$ cat src/rtl/popcount_seq_ctrl.sv
// Sequencing controller: streams a wide word one nibble per cycle through an
// external 4-bit ones-counter and accumulates the returned counts.
module popcount_seq_ctrl #(
  parameter int NIBBLES = 4,
  parameter int CNT_W   = 5
) (
  input  logic                 clk,
  input  logic                 rst,
  input  logic                 start_valid,
  output logic                 start_ready,
  input  logic [4*NIBBLES-1:0] data_in,
  input  logic                 abort,
  output logic [3:0]           nib_out,
  input  logic [2:0]           nib_cnt_in,
  output logic [CNT_W-1:0]     cnt_out,
  output logic                 cnt_valid,
  input  logic                 cnt_ready,
  output logic                 busy,
  output logic                 err
);

  localparam int IDX_W = $clog2(NIBBLES);

  typedef enum logic [1:0] {
    S_IDLE = 2'd0,
    S_RUN  = 2'd1,
    S_DONE = 2'd2
  } state_t;

  state_t                 r_state;
  state_t                 w_next;
  logic [4*NIBBLES-1:0]   r_shift;
  logic [CNT_W-1:0]       r_acc;
  logic [CNT_W-1:0]       r_cnt_out;
  logic [IDX_W-1:0]       r_idx;
  logic                   r_err;

  logic                   w_accept;
  logic                   w_last;
  logic [CNT_W-1:0]       w_sum;

  assign w_accept = (r_state == S_IDLE) && start_valid && !abort;
  assign w_last   = (r_idx == IDX_W'(NIBBLES - 1));
  assign w_sum    = r_acc + CNT_W'(nib_cnt_in);

  // NOTE: every variable assigned in always_comb gets a default first so no latch is inferred.
  always_comb begin
    w_next = r_state;
    if (abort) begin
      w_next = S_IDLE;
    end else begin
      case (r_state)
        S_IDLE:  if (start_valid) w_next = S_RUN;
        S_RUN:   if (w_last)      w_next = S_DONE;
        S_DONE:  if (cnt_ready)   w_next = S_IDLE;
        default: w_next = S_IDLE;
      endcase
    end
  end

  // NOTE: sequential state uses non-blocking assignments so all registers update together.
  always_ff @(posedge clk or posedge rst) begin
    if (rst) begin
      r_state <= S_IDLE;
    end else begin
      r_state <= w_next;
    end
  end

  always_ff @(posedge clk or posedge rst) begin
    if (rst) begin
      r_shift   <= '0;
      r_acc     <= '0;
      r_cnt_out <= '0;
      r_idx     <= '0;
      r_err     <= 1'b0;
    end else if (abort) begin
      r_acc     <= '0;
      r_cnt_out <= '0;
    end else if (w_accept) begin
      r_shift   <= data_in;
      r_acc     <= '0;
      r_cnt_out <= '0;
      r_idx     <= '0;
      r_err     <= 1'b0;
    end else if (r_state == S_RUN) begin
      r_acc   <= w_sum;
      r_shift <= r_shift >> 4;
      r_idx   <= r_idx + 1'b1;
      if (nib_cnt_in > 3'd4) r_err <= 1'b1;
      // Result register is loaded on the final add so it is stable throughout DONE.
      if (w_last) r_cnt_out <= w_sum;
    end
  end

  assign start_ready = (r_state == S_IDLE);
  assign busy        = (r_state == S_RUN) || (r_state == S_DONE);
  assign cnt_valid   = (r_state == S_DONE);
  assign nib_out     = (r_state == S_RUN) ? r_shift[3:0] : 4'd0;
  assign cnt_out     = r_cnt_out;
  assign err         = r_err;

endmodule

$ cat config.mk
export PLATFORM = sky130hd
export DESIGN_NAME = popcount_seq_ctrl
export DESIGN_NICKNAME = d
export VERILOG_FILES = /design/src/rtl/popcount_seq_ctrl.sv
export SDC_FILE = /design/constraint.sdc
export NUM_CORES = 1
export LEC_CHECK = 0
export CORE_MARGIN = 2
export CORE_UTILIZATION = 44
export DETAILED_ROUTE_END_ITERATION = 8
export PLACE_DENSITY = 0.8
export SYNTH_ARGS = -nofsm -noshare
export SYNTH_HDL_FRONTEND = slang
export SYNTH_SLANG_ARGS = --single-unit
export TNS_END_PERCENT = 10
$ cat constraint.sdc
create_clock -name clk -period 1.7 [get_ports clk]
set_input_delay 0.34 -clock clk [delete_from_list [all_inputs] [get_ports clk]]
set_output_delay 0.34 -clock clk [all_outputs]
set_load 0.01 [all_outputs]
==> results of run 1 <==
worst max-delay path by stage:
stage | startpoint | to | slack, ns | cells after the start
after floorplan | r_state[0] | cnt_out[3] | -0.01 | 7
after global placement | nib_cnt_in[0] | cnt_out[4] | -0.44 | 8
after detailed placement | nib_cnt_in[0] | cnt_out[4] | -0.52 | 8
after CTS | nib_cnt_in[0] | cnt_out[4] | -0.06 | 8
after global routing | r_acc[0] | cnt_out[4] | -0.12 | 7
final | r_state[0] | cnt_out[3] | -0.03 | 6
critical path: stages, from the launching register on:
cell	delay [ns]
sky130_fd_sc_hd__dfrtp_1	0.41
sky130_fd_sc_hd__inv_2	0.07
sky130_fd_sc_hd__ha_2	0.19
sky130_fd_sc_hd__and2_4	0.17
sky130_fd_sc_hd__or2_1	0.22
sky130_fd_sc_hd__or4_1	0.51
sky130_fd_sc_hd__nand3_1	0.09
final cells by class:
type / count / area [um^2]
fillers: 271 / 1107
inverters: 10 / 37.54
flip-flops and latches: 31 / 775.7
multi-input cells: 107 / 778.2
clock inverters: 2 / 35.03
repair buffers: 57 / 520.5
clock buffers: 6 / 51.30
well taps: 46 / 57.56
cell usage after synthesis (all sizes together), types with 2 or more instances:
| cell | instances |
|---|---|
| and2 | 6 |
| a211oi | 2 |
| ha | 7 |
| inv | 10 |
| clkbuf | 4 |
| nand3 | 6 |
| o21ai | 13 |
| a22oi | 12 |
| nor2 | 12 |
| nor2b | 2 |
| mux2i | 3 |
| nand2 | 16 |
| dfrtp | 31 |
| xnor2 | 2 |
| buf | 5 |
| a22o | 4 |
| xor2 | 2 |
| a21oi | 7 |
layer usage:
metal	vias up	GRT usage
li1	665	-
met1	688	0.2289
met2	44	0.3487
met3	6	0.04643
met4	0	0.09783
met5	-	0
sequential cells by signal (all words and copies together), names as in the netlist:
signal,flops
r_acc,5
r_state,2
r_shift,16
r_idx,2
cnt_out,5
err,1
power breakdown:
part / total [mW] / leakage [nW] / switching, mW / internal [mW]
Clock: 0.608 / 0.0482 / 0.261 / 0.347
Combinational: 0.736 / 0.546 / 0.357 / 0.378
Sequential: 0.993 / 0.407 / 0.0948 / 0.898
Total: 2.34 / 1.00 / 0.713 / 1.62
stage by stage:
stage	hold WS [ns]	setup slack (ns)	TNS (ns)	instance area [um^2]
CTS	0.3756	-0.06131	-0.1015	2177
detailed placement	0.4682	-0.5150	-7.532	2058
global placement	0.4524	-0.4370	-5.332	2058
floorplan	0.4418	-0.01041	-0.01041	1562
finish	0.3685	-0.02630	-0.02630	2256
global route	0.4216	-0.1171	-0.2237	2256
cell families (layout without fill, tap and decap cells):
family                   Yosys count  after routing
AO/OA/AOI/OAI                     46             46
XOR/XNOR                           4              4
adder cells (fa/ha/maj)            8              8
buffers and inverters             19             75
flip-flops                        31             31
multiplexers                       3              3
AND/OR/NAND/NOR                   46             46
repair_timing:
action                     4_1_cts  5_1_grt
pin swaps                        4        7
setup buffers                    1        3
hold buffers                     0        0
resized for setup               35       18
setup endpoints to repair       30       31
==> flow_summary.html, run 1 <==
<table>
<tr><th>Metric</th><th>Value</th></tr>
<tr><th colspan="2">Outcome</th></tr>
<tr><td>Outcome</td><td>finished, violations left</td></tr>
<tr><td>Failing checks</td><td>negative setup slack</td></tr>
<tr><th colspan="2">GRT</th></tr>
<tr><td>Via count of the first global-routing pass</td><td>1385</td></tr>
<tr><td>Total congestion overflow after global routing</td><td>0</td></tr>
<tr><td>Combined global-route utilization of all metal layers</td><td>0.2000</td></tr>
<tr><td>Global-route wire length before repair</td><td>6210 um</td></tr>
<tr><td>Number of antenna violations at the first check in global routing</td><td>0</td></tr>
<tr><td>Largest net degree at the start of global routing</td><td>32</td></tr>
<tr><th colspan="2">Timing</th></tr>
<tr><td>Post-route minimum period</td><td>1.726 ns</td></tr>
<tr><td>Largest clock skew in the final design</td><td>0.006228 ns</td></tr>
<tr><td>Post-layout worst setup margin</td><td>-0.02630 ns</td></tr>
<tr><td>Max transition margin</td><td>0.7371</td></tr>
<tr><td>Final setup violation count</td><td>1</td></tr>
<tr><td>Final-report max-slew violation count</td><td>0</td></tr>
<tr><td>Unrepaired setup endpoints after global routing</td><td>true</td></tr>
<tr><td>Actual transition at the worst max-transition pin</td><td>0.3944 ns</td></tr>
<tr><td>Peak Freq</td><td>0.5793 GHz</td></tr>
<tr><td>Tcrit/Tclk final</td><td>1.015</td></tr>
<tr><td>Final-report hold violation count</td><td>0</td></tr>
<tr><th colspan="2">Worst setup path</th></tr>
<tr><td>Critical path capture point type</td><td>flop</td></tr>
<tr><td>Worst Path Arrival</td><td>2.00 ns</td></tr>
<tr><td>Worst reg2reg endpoint</td><td>cnt_out[3]</td></tr>
<tr><td>Reg2Reg Depth</td><td>6</td></tr>
<tr><td>CP required</td><td>1.97 ns</td></tr>
<tr><td>Crit start category</td><td>flop</td></tr>
<tr><td>Largest driver fanout on the critical path</td><td>5</td></tr>
<tr><td>Worst flop-to-flop path startpoint</td><td>r_state[0]</td></tr>
<tr><td>CP Class</td><td>flop to flop</td></tr>
<tr><td>Minimum setup slack among reg-to-reg paths</td><td>-0.03 ns</td></tr>
<tr><th colspan="2">Floorplanning</th></tr>
<tr><td>Effective utilization at floorplan</td><td>0.4632</td></tr>
<tr><td>Standard-cell rows</td><td>21</td></tr>
<tr><td>Horizontal die dimension</td><td>63.50 um</td></tr>
<tr><td>I/O pins</td><td>37</td></tr>
<tr><td>Die ar.</td><td>4032 um^2</td></tr>
<tr><td>Height of the chip</td><td>63.50 um</td></tr>
<tr><td>Placeable core region</td><td>3363 um^2</td></tr>
<tr><th colspan="2">Clock tree</th></tr>
<tr><td>TritonCTS Sinks</td><td>31</td></tr>
<tr><td>Number of levels the H-tree was split into</td><td>2</td></tr>
<tr><td>TritonCTS clock tree</td><td>built</td></tr>
<tr><td>Cts bufs inserted</td><td>5</td></tr>
<tr><td>CTS root buffer</td><td>sky130_fd_sc_hd__clkbuf_4</td></tr>
<tr><td>Clk pin slew, worst setup/hold paths</td><td>0.10 ns</td></tr>
<tr><td>Maximum number of buffers from clock root to sink</td><td>2</td></tr>
<tr><td>Clock network latency to the later pin of the worst-skew pair</td><td>0.34 ns</td></tr>
<tr><th colspan="2">Drt</th></tr>
<tr><td>Met2 routed wirelength</td><td>2148 um</td></tr>
<tr><td>Via density per instance</td><td>5.417</td></tr>
<tr><td>Count of routing violations after the opening detailed-route iteration</td><td>119</td></tr>
<tr><td>Remaining number of nets flagged by the antenna check after routing</td><td>0</td></tr>
<tr><td>Via count</td><td>1403</td></tr>
<tr><td>Final wirelength</td><td>3994 um</td></tr>
<tr><td>Met3 wire length</td><td>190 um</td></tr>
<tr><td>First-pass iteration count of the detailed router</td><td>4</td></tr>
<tr><td>Average detailed-routed wire length per instance</td><td>15.42 um</td></tr>
<tr><td>Total DRC errors in the routed layout</td><td>0</td></tr>
<tr><td>Highest metal used</td><td>met4</td></tr>
<tr><td>Routed length on met1</td><td>1592 um</td></tr>
<tr><th colspan="2">Hold path</th></tr>
<tr><td>Worst hold-check path type</td><td>primary input to async pin</td></tr>
<tr><th colspan="2">Logic synthesis</th></tr>
<tr><td>Mean Syn Cell Area</td><td>9.922 um^2</td></tr>
<tr><td>Share of the synthesized area in the top cell type</td><td>0.4980</td></tr>
<tr><td>Syn Inst Count</td><td>157</td></tr>
<tr><td>Biggest area contributors in the synthesized netlist</td><td>sky130_fd_sc_hd__dfrtp_1, sky130_fd_sc_hd__a22oi_1, sky130_fd_sc_hd__ha_1</td></tr>
<tr><td>Number of nets produced by synthesis</td><td>189</td></tr>
<tr><td>Number of flops mapped to enable cells by yosys</td><td>0</td></tr>
<tr><td>Combinational family with the most area after synthesis</td><td>compound AO/OA/AOI/OAI gates</td></tr>
<tr><td>Synth Register Bits</td><td>31</td></tr>
<tr><td>Most used DFF post-synth</td><td>sky130_fd_sc_hd__dfrtp_1</td></tr>
<tr><td>Multiplexer share of the synthesized area</td><td>0.01928</td></tr>
<tr><td>Number of warnings issued by yosys</td><td>0</td></tr>
<tr><td>Post-Synthesis Cell Area</td><td>1558 um^2</td></tr>
<tr><td>Share of synthesized flip-flops with an asynchronous set or reset</td><td>1.000</td></tr>
<tr><td>Library cell occupying the most area in the post-synthesis netlist</td><td>sky130_fd_sc_hd__dfrtp_1</td></tr>
<tr><td>Proportion of synthesized chip area in sequential cells</td><td>0.4980</td></tr>
<tr><td>Compound-cell area share of the yosys netlist</td><td>0.2016</td></tr>
<tr><td>Adder-Cell Fraction of Synth Area</td><td>0.06908</td></tr>
<tr><td>Count of cell types in the netlist</td><td>34</td></tr>
<tr><td>Parity-gate share of the synthesized area counting xor and xnor cells</td><td>0.02249</td></tr>
<tr><td>Post-synthesis share of cell area spent on and, or, nand and nor gates</td><td>0.1349</td></tr>
<tr><th colspan="2">Placed design</th></tr>
<tr><td>Cell count after placement</td><td>247</td></tr>
<tr><td>Final Wtd Congestion</td><td>0.7642</td></tr>
<tr><td>Post-detail-place hpwl</td><td>2660 um</td></tr>
<tr><td># port buffers</td><td>36</td></tr>
<tr><th colspan="2">Power and ir drop</th></tr>
<tr><td>Total chip power</td><td>2.337 mW</td></tr>
<tr><td>Maximum ir drop on the vdd rail</td><td>600.8 uV</td></tr>
<tr><td>Standby leakage power</td><td>1.002 nW</td></tr>
<tr><td>Power per cell area</td><td>1036 nW/um^2</td></tr>
<tr><th colspan="2">Job</th></tr>
<tr><td>Total of max-cap violations</td><td>0</td></tr>
<tr><th colspan="2">Finish</th></tr>
<tr><td>Fraction of layout instances using a drive strength above 1</td><td>0.2582</td></tr>
<tr><td>Most frequent standard cell in the layout excluding fill and tap cells</td><td>sky130_fd_sc_hd__dfrtp_1</td></tr>
<tr><td>Number of non-filler instances in the completed layout</td><td>259</td></tr>
<tr><td>Post-layout net count</td><td>244</td></tr>
<tr><td>Commonest cells after routing, fill and taps aside</td><td>sky130_fd_sc_hd__dfrtp_1, sky130_fd_sc_hd__clkdlybuf4s50_1, sky130_fd_sc_hd__buf_4, sky130_fd_sc_hd__nand2_1</td></tr>
<tr><td>Fraction of the core area covered by cells at the end of the flow</td><td>0.6708</td></tr>
<tr><td>Number of diodes</td><td>0</td></tr>
<tr><td>Layout overhead on the synthesized area</td><td>44.82%</td></tr>
</table>
Power figures use the tool's default switching activity.
==> inputs of run 2 (changes only) <==
--- a/config.mk
+++ b/config.mk
@@ -5,7 +5,6 @@
 export SDC_FILE = /design/constraint.sdc
 export NUM_CORES = 1
 export LEC_CHECK = 0
-export CORE_MARGIN = 2
 export CORE_UTILIZATION = 44
 export DETAILED_ROUTE_END_ITERATION = 8
 export PLACE_DENSITY = 0.8
==> run 2 against run 1 <==
  * The flow still finishes with violations (negative setup slack)
  * Global-route usage increased by 1.1 points
  * Worst hold slack improved by 0.017 ns
  * Fmax down 0.14%
  * Combinational power down 8.7%
  * Via count fell by 4.1%
  * Total power decreased by 11%
  * Setup slack worse by 0.0024 ns
  * Flip-flop and latch count is the same
  * Design area decreased by 5.0%
  * Non-clock buffer count shrank 4
  * Clock skew increased by 0.0015 ns
==> flow_summary.html, run 2 (same netlist as run 1, synthesis figures left out) <==
<table>
<tr><th>Metric</th><th>Value</th></tr>
<tr><th colspan="2">Power and ir drop</th></tr>
<tr><td>Power per cell area</td><td>973.9 nW/um^2</td></tr>
<tr><td>Cell internal pwr</td><td>1.424 mW</td></tr>
<tr><td>Relative contribution of combinational cells to total power</td><td>0.322</td></tr>
<tr><td>Switching fraction of total power</td><td>0.3178</td></tr>
<tr><td>Maximum ir drop on the vdd rail</td><td>491.6 uV</td></tr>
<tr><td>Part of the total power dissipated in sequential elements</td><td>0.473</td></tr>
<tr><td>Standby leakage power</td><td>0.9634 nW</td></tr>
<tr><td>Total chip power</td><td>2.087 mW</td></tr>
<tr><td>Switch Pwr</td><td>663.4 uW</td></tr>
<tr><td>Clock share of power</td><td>0.205</td></tr>
<tr><th colspan="2">Timing</th></tr>
<tr><td>Max transition margin</td><td>0.6965</td></tr>
<tr><td>Final-report max-slew violation count</td><td>0</td></tr>
<tr><td>Unrepaired setup endpoints after global routing</td><td>true</td></tr>
<tr><td>Final-report hold violation count</td><td>0</td></tr>
<tr><td>Peak Freq</td><td>0.5785 GHz</td></tr>
<tr><td>Smallest hold slack</td><td>0.3852 ns</td></tr>
<tr><td>Setup TNS after final layout</td><td>-0.02867 ns</td></tr>
<tr><td>Post-route minimum period</td><td>1.729 ns</td></tr>
<tr><td>Post-layout worst setup margin</td><td>-0.02867 ns</td></tr>
<tr><td>Final setup violation count</td><td>1</td></tr>
<tr><td>Largest clock skew in the final design</td><td>0.007696 ns</td></tr>
<tr><td>Tcrit/Tclk final</td><td>1.017</td></tr>
<tr><td>Actual transition at the worst max-transition pin</td><td>0.4548 ns</td></tr>
<tr><th colspan="2">Floorplanning</th></tr>
<tr><td>I/O pins</td><td>37</td></tr>
<tr><td>Horizontal die dimension</td><td>61.50 um</td></tr>
<tr><td>Effective utilization at floorplan</td><td>0.4632</td></tr>
<tr><td>Placeable core region</td><td>3363 um^2</td></tr>
<tr><td>Die ar.</td><td>3782 um^2</td></tr>
<tr><td>Height of the chip</td><td>61.50 um</td></tr>
<tr><td>Standard-cell rows</td><td>21</td></tr>
<tr><th colspan="2">Drt</th></tr>
<tr><td>Final wirelength</td><td>3663 um</td></tr>
<tr><td>Total DRC errors in the routed layout</td><td>0</td></tr>
<tr><td>First-pass iteration count of the detailed router</td><td>5</td></tr>
<tr><td>Count of routing violations after the opening detailed-route iteration</td><td>56</td></tr>
<tr><td>Remaining number of nets flagged by the antenna check after routing</td><td>0</td></tr>
<tr><td>Via density per instance</td><td>5.295</td></tr>
<tr><td>Average detailed-routed wire length per instance</td><td>14.42 um</td></tr>
<tr><td>Via count</td><td>1345</td></tr>
<tr><th colspan="2">Worst setup path</th></tr>
<tr><td>Worst-path cell with the longest stage delay</td><td>sky130_fd_sc_hd__dfrtp_1</td></tr>
<tr><td>Critical path, cell by cell</td><td>ha_2, inv_1, fa_2, nor2b_2, o21ai_1, xor2_1, a311oi_1</td></tr>
<tr><td>Critical path's largest stage delay</td><td>0.36 ns</td></tr>
<tr><td>CP required</td><td>1.92 ns</td></tr>
<tr><td>Worst Path Arrival</td><td>1.95 ns</td></tr>
<tr><td>Largest driver fanout on the critical path</td><td>2</td></tr>
<tr><td>Critical path capture point type</td><td>flop</td></tr>
<tr><td>Number of buffers and inverters on the critical path</td><td>1</td></tr>
<tr><td>CP Class</td><td>flop to flop</td></tr>
<tr><td>Crit start category</td><td>flop</td></tr>
<tr><td>Worst path top cell family by delay</td><td>adder cells</td></tr>
<tr><th colspan="2">Placed design</th></tr>
<tr><td># port buffers</td><td>36</td></tr>
<tr><td>Worst slack at placement</td><td>-0.6217 ns</td></tr>
<tr><td>Cell count after placement</td><td>244</td></tr>
<tr><td>Placed cell area</td><td>2036 um^2</td></tr>
<tr><td>Post-detail-place hpwl</td><td>2519 um</td></tr>
<tr><td>Final Wtd Congestion</td><td>0.7971</td></tr>
<tr><th colspan="2">Finish</th></tr>
<tr><td>Commonest cells after routing, fill and taps aside</td><td>sky130_fd_sc_hd__dfrtp_1, sky130_fd_sc_hd__clkdlybuf4s50_1, sky130_fd_sc_hd__buf_4, sky130_fd_sc_hd__nand2_1</td></tr>
<tr><td>Area of all placed cells without fillers</td><td>2143 um^2</td></tr>
<tr><td>Register bank with the most flops</td><td>r_shift</td></tr>
<tr><td>Post-layout net count</td><td>240</td></tr>
<tr><td>Fraction of layout instances using a drive strength above 1</td><td>0.2163</td></tr>
<tr><td>Number of non-filler instances in the completed layout</td><td>254</td></tr>
<tr><td>Fillcell total</td><td>288</td></tr>
<tr><td>Number of flip-flops in the largest register</td><td>16</td></tr>
<tr><td>Number of diodes</td><td>0</td></tr>
<tr><td>Most frequent standard cell in the layout excluding fill and tap cells</td><td>sky130_fd_sc_hd__dfrtp_1</td></tr>
<tr><td>Fraction of the core area covered by cells at the end of the flow</td><td>0.6373</td></tr>
<tr><td>Layout overhead on the synthesized area</td><td>37.59%</td></tr>
<tr><th colspan="2">GRT</th></tr>
<tr><td>Via count of the first global-routing pass</td><td>1393</td></tr>
<tr><td>Global-route wire length before repair</td><td>5851 um</td></tr>
<tr><td>Largest net degree at the start of global routing</td><td>32</td></tr>
<tr><td>Number of antenna violations at the first check in global routing</td><td>0</td></tr>
<tr><td>Combined global-route utilization of all metal layers</td><td>0.2113</td></tr>
<tr><td>Total congestion overflow after global routing</td><td>0</td></tr>
<tr><th colspan="2">Clock tree</th></tr>
<tr><td>Maximum number of buffers from clock root to sink</td><td>2</td></tr>
<tr><td>Clock network latency to the later pin of the worst-skew pair</td><td>0.32 ns</td></tr>
<tr><td>TritonCTS Sinks</td><td>31</td></tr>
<tr><td>Cts bufs inserted</td><td>5</td></tr>
<tr><td>TritonCTS clock tree</td><td>built</td></tr>
<tr><td>CTS root buffer</td><td>sky130_fd_sc_hd__clkbuf_4</td></tr>
<tr><td>Clk pin slew, worst setup/hold paths</td><td>0.09 ns</td></tr>
<tr><td>Number of levels the H-tree was split into</td><td>2</td></tr>
<tr><td>Number of buffers inserted by hold repair at cts</td><td>0</td></tr>
<tr><th colspan="2">Outcome</th></tr>
<tr><td>Failing checks</td><td>negative setup slack</td></tr>
<tr><td>Outcome</td><td>finished, violations left</td></tr>
<tr><th colspan="2">Hold path</th></tr>
<tr><td>Worst hold-check path type</td><td>primary input to async pin</td></tr>
<tr><th colspan="2">Job</th></tr>
<tr><td>Total of max-cap violations</td><td>0</td></tr>
</table>
[run 2: cell type report]
type	count	area (um^2)	share of cell area
clock buffers	6	51.30	0.02393
clock inverters	1	5.005	0.002335
inverters	10	37.54	0.01751
multi-input cells	107	759.5	0.3543
flip-flops and latches	31	775.7	0.3619
well taps	46	57.56	0.02685
repair buffers	53	456.7	0.2131
[run 2: final timing paths]
| path | startpoint | to | slack (ns) | cells past startpoint |
|---|---|---|---|---|
| min | rst | r_shift[0] | 0.39 | 3 |
| min in group clk | nib_cnt_in[2] | err | 0.39 | 3 |
| max | r_acc[0] | cnt_out[4] | -0.03 | 7 |
| max reg2reg | r_acc[0] | cnt_out[4] | -0.03 | 7 |
| min reg2reg | r_shift[3] | r_shift[3] | 0.49 | 2 |
| max in group asynchronous | rst | r_shift[12] | 1.02 | 3 |
[run 2: timing repair]
| action | 4_1_cts | 5_1_grt |
|---|---|---|
| gates resized for setup | 27 | 13 |
| pin swaps | 2 | 4 |
| setup buffers | 0 | 3 |
| endpoints found under the setup margin | 30 | 20 |
| cloned | 0 | 0 |
[run 2: power by group through the flow]
stage                     registers (mW)  clock network [mW]  logic [mW]
after floorplan                    0.980                   0       0.398
after global placement             0.990                   0       0.605
after detailed placement           0.997                   0       0.639
after CTS                          0.985               0.439       0.651
after global routing                1.01               0.466       0.751
final                              0.987               0.428       0.672
[run 2: worst reg2reg max path: cells and delay by family (launching register included)]
family	cells	cell delay [ns]
and+or+nand+nor	1	0.17
AOI/OAI and AO/OA	2	0.32
buffers and inverters	1	0.06
adders and majority gates	2	0.56
xor gates and xnor gates	1	0.16
DFF	1	0.36
[run 2: layer usage]
metal | GRT usage | up-vias | wire, um
met5 | 0 | - | 0
met2 | 0.3502 | 36 | 1896
met3 | 0.03992 | 7 | 128
met1 | 0.2645 | 650 | 1578
li1 | - | 652 | -
met4 | 0.1048 | 0 | 60
==> inputs of run 3 (changes only) <==
--- a/config.mk
+++ b/config.mk
@@ -5,9 +5,10 @@
 export SDC_FILE = /design/constraint.sdc
 export NUM_CORES = 1
 export LEC_CHECK = 0
-export CORE_UTILIZATION = 44
+export CORE_UTILIZATION = 53
+export CTS_BUF_LIST = sky130_fd_sc_hd__clkbuf_4 sky130_fd_sc_hd__clkbuf_8 sky130_fd_sc_hd__clkbuf_16
 export DETAILED_ROUTE_END_ITERATION = 8
-export PLACE_DENSITY = 0.8
+export PLACE_DENSITY = 0.89
 export SYNTH_ARGS = -nofsm -noshare
 export SYNTH_HDL_FRONTEND = slang
 export SYNTH_SLANG_ARGS = --single-unit
==> constraint.sdc (replaced) <==
create_clock -name clk -period 2 [get_ports clk]
set_input_delay 0.4 -clock clk [delete_from_list [all_inputs] [get_ports clk]]
set_output_delay 0.4 -clock clk [all_outputs]
set_load 0.01 [all_outputs]
==> run 3 against run 2 <==
  * The run now ends clean
  * Final cell count decreased by 7.9%
  * Clock skew about the same
  * Clock-buffer cell count unchanged
  * Register-to-register slack improved by 0.18 ns
  * Die area decreased by 16%
  * Sequential power decreased by 15%
  * Via count about the same
  * Critical path depth decreased by 3
  * Critical path type is now flop to primary output
  * Critical endpoint is now nib_out[1]
==> flow_summary.html, run 3 (same netlist as run 1, synthesis figures left out) <==
<table>
<tr><th>Metric</th><th>Value</th></tr>
<tr><th colspan="2">Clock tree</th></tr>
<tr><td>Number of buffers inserted by hold repair at cts</td><td>0</td></tr>
<tr><td>TritonCTS clock tree</td><td>built</td></tr>
<tr><td>Clock network latency to the later pin of the worst-skew pair</td><td>0.32 ns</td></tr>
<tr><td>Maximum number of buffers from clock root to sink</td><td>2</td></tr>
<tr><td>Number of levels the H-tree was split into</td><td>2</td></tr>
<tr><td>Clk pin slew, worst setup/hold paths</td><td>0.10 ns</td></tr>
<tr><td>Cts bufs inserted</td><td>5</td></tr>
<tr><td>TritonCTS Sinks</td><td>31</td></tr>
<tr><td>CTS root buffer</td><td>sky130_fd_sc_hd__clkbuf_4</td></tr>
<tr><th colspan="2">Floorplanning</th></tr>
<tr><td>Standard-cell rows</td><td>19</td></tr>
<tr><td>I/O pins</td><td>37</td></tr>
<tr><td>Die ar.</td><td>3160 um^2</td></tr>
<tr><td>Placeable core region</td><td>2781 um^2</td></tr>
<tr><td>Effective utilization at floorplan</td><td>0.5601</td></tr>
<tr><td>Height of the chip</td><td>56.22 um</td></tr>
<tr><td>Horizontal die dimension</td><td>56.22 um</td></tr>
<tr><th colspan="2">Worst setup path</th></tr>
<tr><td>Total number of cells along the worst setup path</td><td>4</td></tr>
<tr><td>Critical path, cell by cell</td><td>buf_4, ha_4, and2_1, dlygate4sd2_1</td></tr>
<tr><td>Largest driver fanout on the critical path</td><td>7</td></tr>
<tr><td>Number of buffers and inverters on the critical path</td><td>2</td></tr>
<tr><td>Worst Path Arrival</td><td>1.46 ns</td></tr>
<tr><td>Worst-path cell with the longest stage delay</td><td>sky130_fd_sc_hd__dfrtp_1</td></tr>
<tr><td>Critical path capture point type</td><td>primary output</td></tr>
<tr><td>CP Class</td><td>flop to primary output</td></tr>
<tr><td>Worst path top cell family by delay</td><td>buffers and inverters</td></tr>
<tr><td>Critical path's largest stage delay</td><td>0.40 ns</td></tr>
<tr><td>Crit start category</td><td>flop</td></tr>
<tr><td>CP required</td><td>1.60 ns</td></tr>
<tr><td>Reg2Reg Depth</td><td>6</td></tr>
<tr><th colspan="2">GRT</th></tr>
<tr><td>Combined global-route utilization of all metal layers</td><td>0.2516</td></tr>
<tr><td>Global-route wire length before repair</td><td>6175 um</td></tr>
<tr><td>Via count of the first global-routing pass</td><td>1389</td></tr>
<tr><td>Largest net degree at the start of global routing</td><td>32</td></tr>
<tr><td>Number of antenna violations at the first check in global routing</td><td>0</td></tr>
<tr><td>Total congestion overflow after global routing</td><td>0</td></tr>
<tr><th colspan="2">Drt</th></tr>
<tr><td>Total DRC errors in the routed layout</td><td>0</td></tr>
<tr><td>Via density per instance</td><td>5.744</td></tr>
<tr><td>Count of routing violations after the opening detailed-route iteration</td><td>61</td></tr>
<tr><td>First-pass iteration count of the detailed router</td><td>4</td></tr>
<tr><td>Final wirelength</td><td>3497 um</td></tr>
<tr><td>Remaining number of nets flagged by the antenna check after routing</td><td>0</td></tr>
<tr><td>Via count</td><td>1344</td></tr>
<tr><td>Average detailed-routed wire length per instance</td><td>14.94 um</td></tr>
<tr><th colspan="2">Timing</th></tr>
<tr><td>Actual transition at the worst max-transition pin</td><td>0.6897 ns</td></tr>
<tr><td>Final setup violation count</td><td>0</td></tr>
<tr><td>Final-report hold violation count</td><td>0</td></tr>
<tr><td>Max transition margin</td><td>0.5399</td></tr>
<tr><td>Smallest hold slack</td><td>0.4435 ns</td></tr>
<tr><td>Setup TNS after final layout</td><td>0 ns</td></tr>
<tr><td>Largest clock skew in the final design</td><td>0.007273 ns</td></tr>
<tr><td>Post-route minimum period</td><td>1.857 ns</td></tr>
<tr><td>Peak Freq</td><td>0.5385 GHz</td></tr>
<tr><td>Tcrit/Tclk final</td><td>0.9285</td></tr>
<tr><td>Final-report max-slew violation count</td><td>0</td></tr>
<tr><td>Post-layout worst setup margin</td><td>0.1431 ns</td></tr>
<tr><td>Unrepaired setup endpoints after global routing</td><td>false</td></tr>
<tr><th colspan="2">Finish</th></tr>
<tr><td>Number of diodes</td><td>0</td></tr>
<tr><td>Layout overhead on the synthesized area</td><td>33.41%</td></tr>
<tr><td>Commonest cells after routing, fill and taps aside</td><td>sky130_fd_sc_hd__dfrtp_1, sky130_fd_sc_hd__clkdlybuf4s50_1, sky130_fd_sc_hd__nand2_1</td></tr>
<tr><td>Area of all placed cells without fillers</td><td>2078 um^2</td></tr>
<tr><td>Number of flip-flops in the largest register</td><td>16</td></tr>
<tr><td>Fraction of the core area covered by cells at the end of the flow</td><td>0.7472</td></tr>
<tr><td>Number of non-filler instances in the completed layout</td><td>234</td></tr>
<tr><td>Register bank with the most flops</td><td>r_shift</td></tr>
<tr><td>Post-layout net count</td><td>235</td></tr>
<tr><td>Fraction of layout instances using a drive strength above 1</td><td>0.1379</td></tr>
<tr><td>Most frequent standard cell in the layout excluding fill and tap cells</td><td>sky130_fd_sc_hd__dfrtp_1</td></tr>
<tr><th colspan="2">Placed design</th></tr>
<tr><td>Worst slack at placement</td><td>-0.3369 ns</td></tr>
<tr><td># port buffers</td><td>36</td></tr>
<tr><td>Cell count after placement</td><td>225</td></tr>
<tr><td>Placed cell area</td><td>1984 um^2</td></tr>
<tr><td>Post-detail-place hpwl</td><td>2598 um</td></tr>
<tr><td>Final Wtd Congestion</td><td>0.7627</td></tr>
<tr><th colspan="2">Power and ir drop</th></tr>
<tr><td>Standby leakage power</td><td>0.9496 nW</td></tr>
<tr><td>Maximum ir drop on the vdd rail</td><td>912.8 uV</td></tr>
<tr><td>Power per cell area</td><td>834.0 nW/um^2</td></tr>
<tr><td>Total chip power</td><td>1.733 mW</td></tr>
<tr><th colspan="2">Job</th></tr>
<tr><td>Total of max-cap violations</td><td>0</td></tr>
<tr><th colspan="2">Hold path</th></tr>
<tr><td>Worst hold-check path type</td><td>primary input to async pin</td></tr>
<tr><th colspan="2">Outcome</th></tr>
<tr><td>Outcome</td><td>finished clean</td></tr>
</table>
run 3: worst paths after layout:
kind / startpoint / end / slack (ns)
max: r_state[0] / nib_out[1] / 0.14
min: rst / r_shift[5] / 0.44
max reg2reg: r_state[1] / cnt_out[3] / 0.15
min reg2reg: r_shift[0] / r_shift[0] / 0.49
max in group asynchronous: rst / err / 1.27
min in group clk: r_shift[0] / r_shift[0] / 0.49
run 3: final cells by class:
class                   instances  area [um^2]
clock buffers                   6        51.30
clock inverters                 1        5.005
fillers                       192        703.2
inverters                      10        37.54
multi-input cells             107        721.9
flip-flops and latches         31        775.7
well taps                      31        38.79
repair buffers                 48        447.9
run 3: timing repair:
| action | 4_1_cts | 5_1_grt |
|---|---|---|
| buffers inserted | 0 | 2 |
| endpoints found under the setup margin | 7 | 20 |
| resized for setup | 10 | 8 |
| pin swaps | 1 | 2 |
run 3: worst reg2reg max path: stages (launching register included):
cell	delay, ns
sky130_fd_sc_hd__dfrtp_1	0.40
sky130_fd_sc_hd__inv_2	0.07
sky130_fd_sc_hd__ha_1	0.22
sky130_fd_sc_hd__and2_1	0.24
sky130_fd_sc_hd__or2_1	0.26
sky130_fd_sc_hd__or4_1	0.50
sky130_fd_sc_hd__nand3_1	0.09
run 3: metal layers:
layer  vias to the layer above  wire length [um]  track usage
met2                        58              1800       0.4116
met1                       639              1451       0.3220
met3                         6               196      0.07907
met5                         -                 0            0
met4                         0                48      0.07317
li1                        641                 -            -
run 3: power by group:
group	leakage (nW)	switching [mW]	internal, mW	total (mW)
Sequential	0.407	0.0795	0.764	0.843
Clock	0.0341	0.197	0.163	0.359
Combinational	0.508	0.271	0.259	0.531
Total	0.950	0.547	1.19	1.73
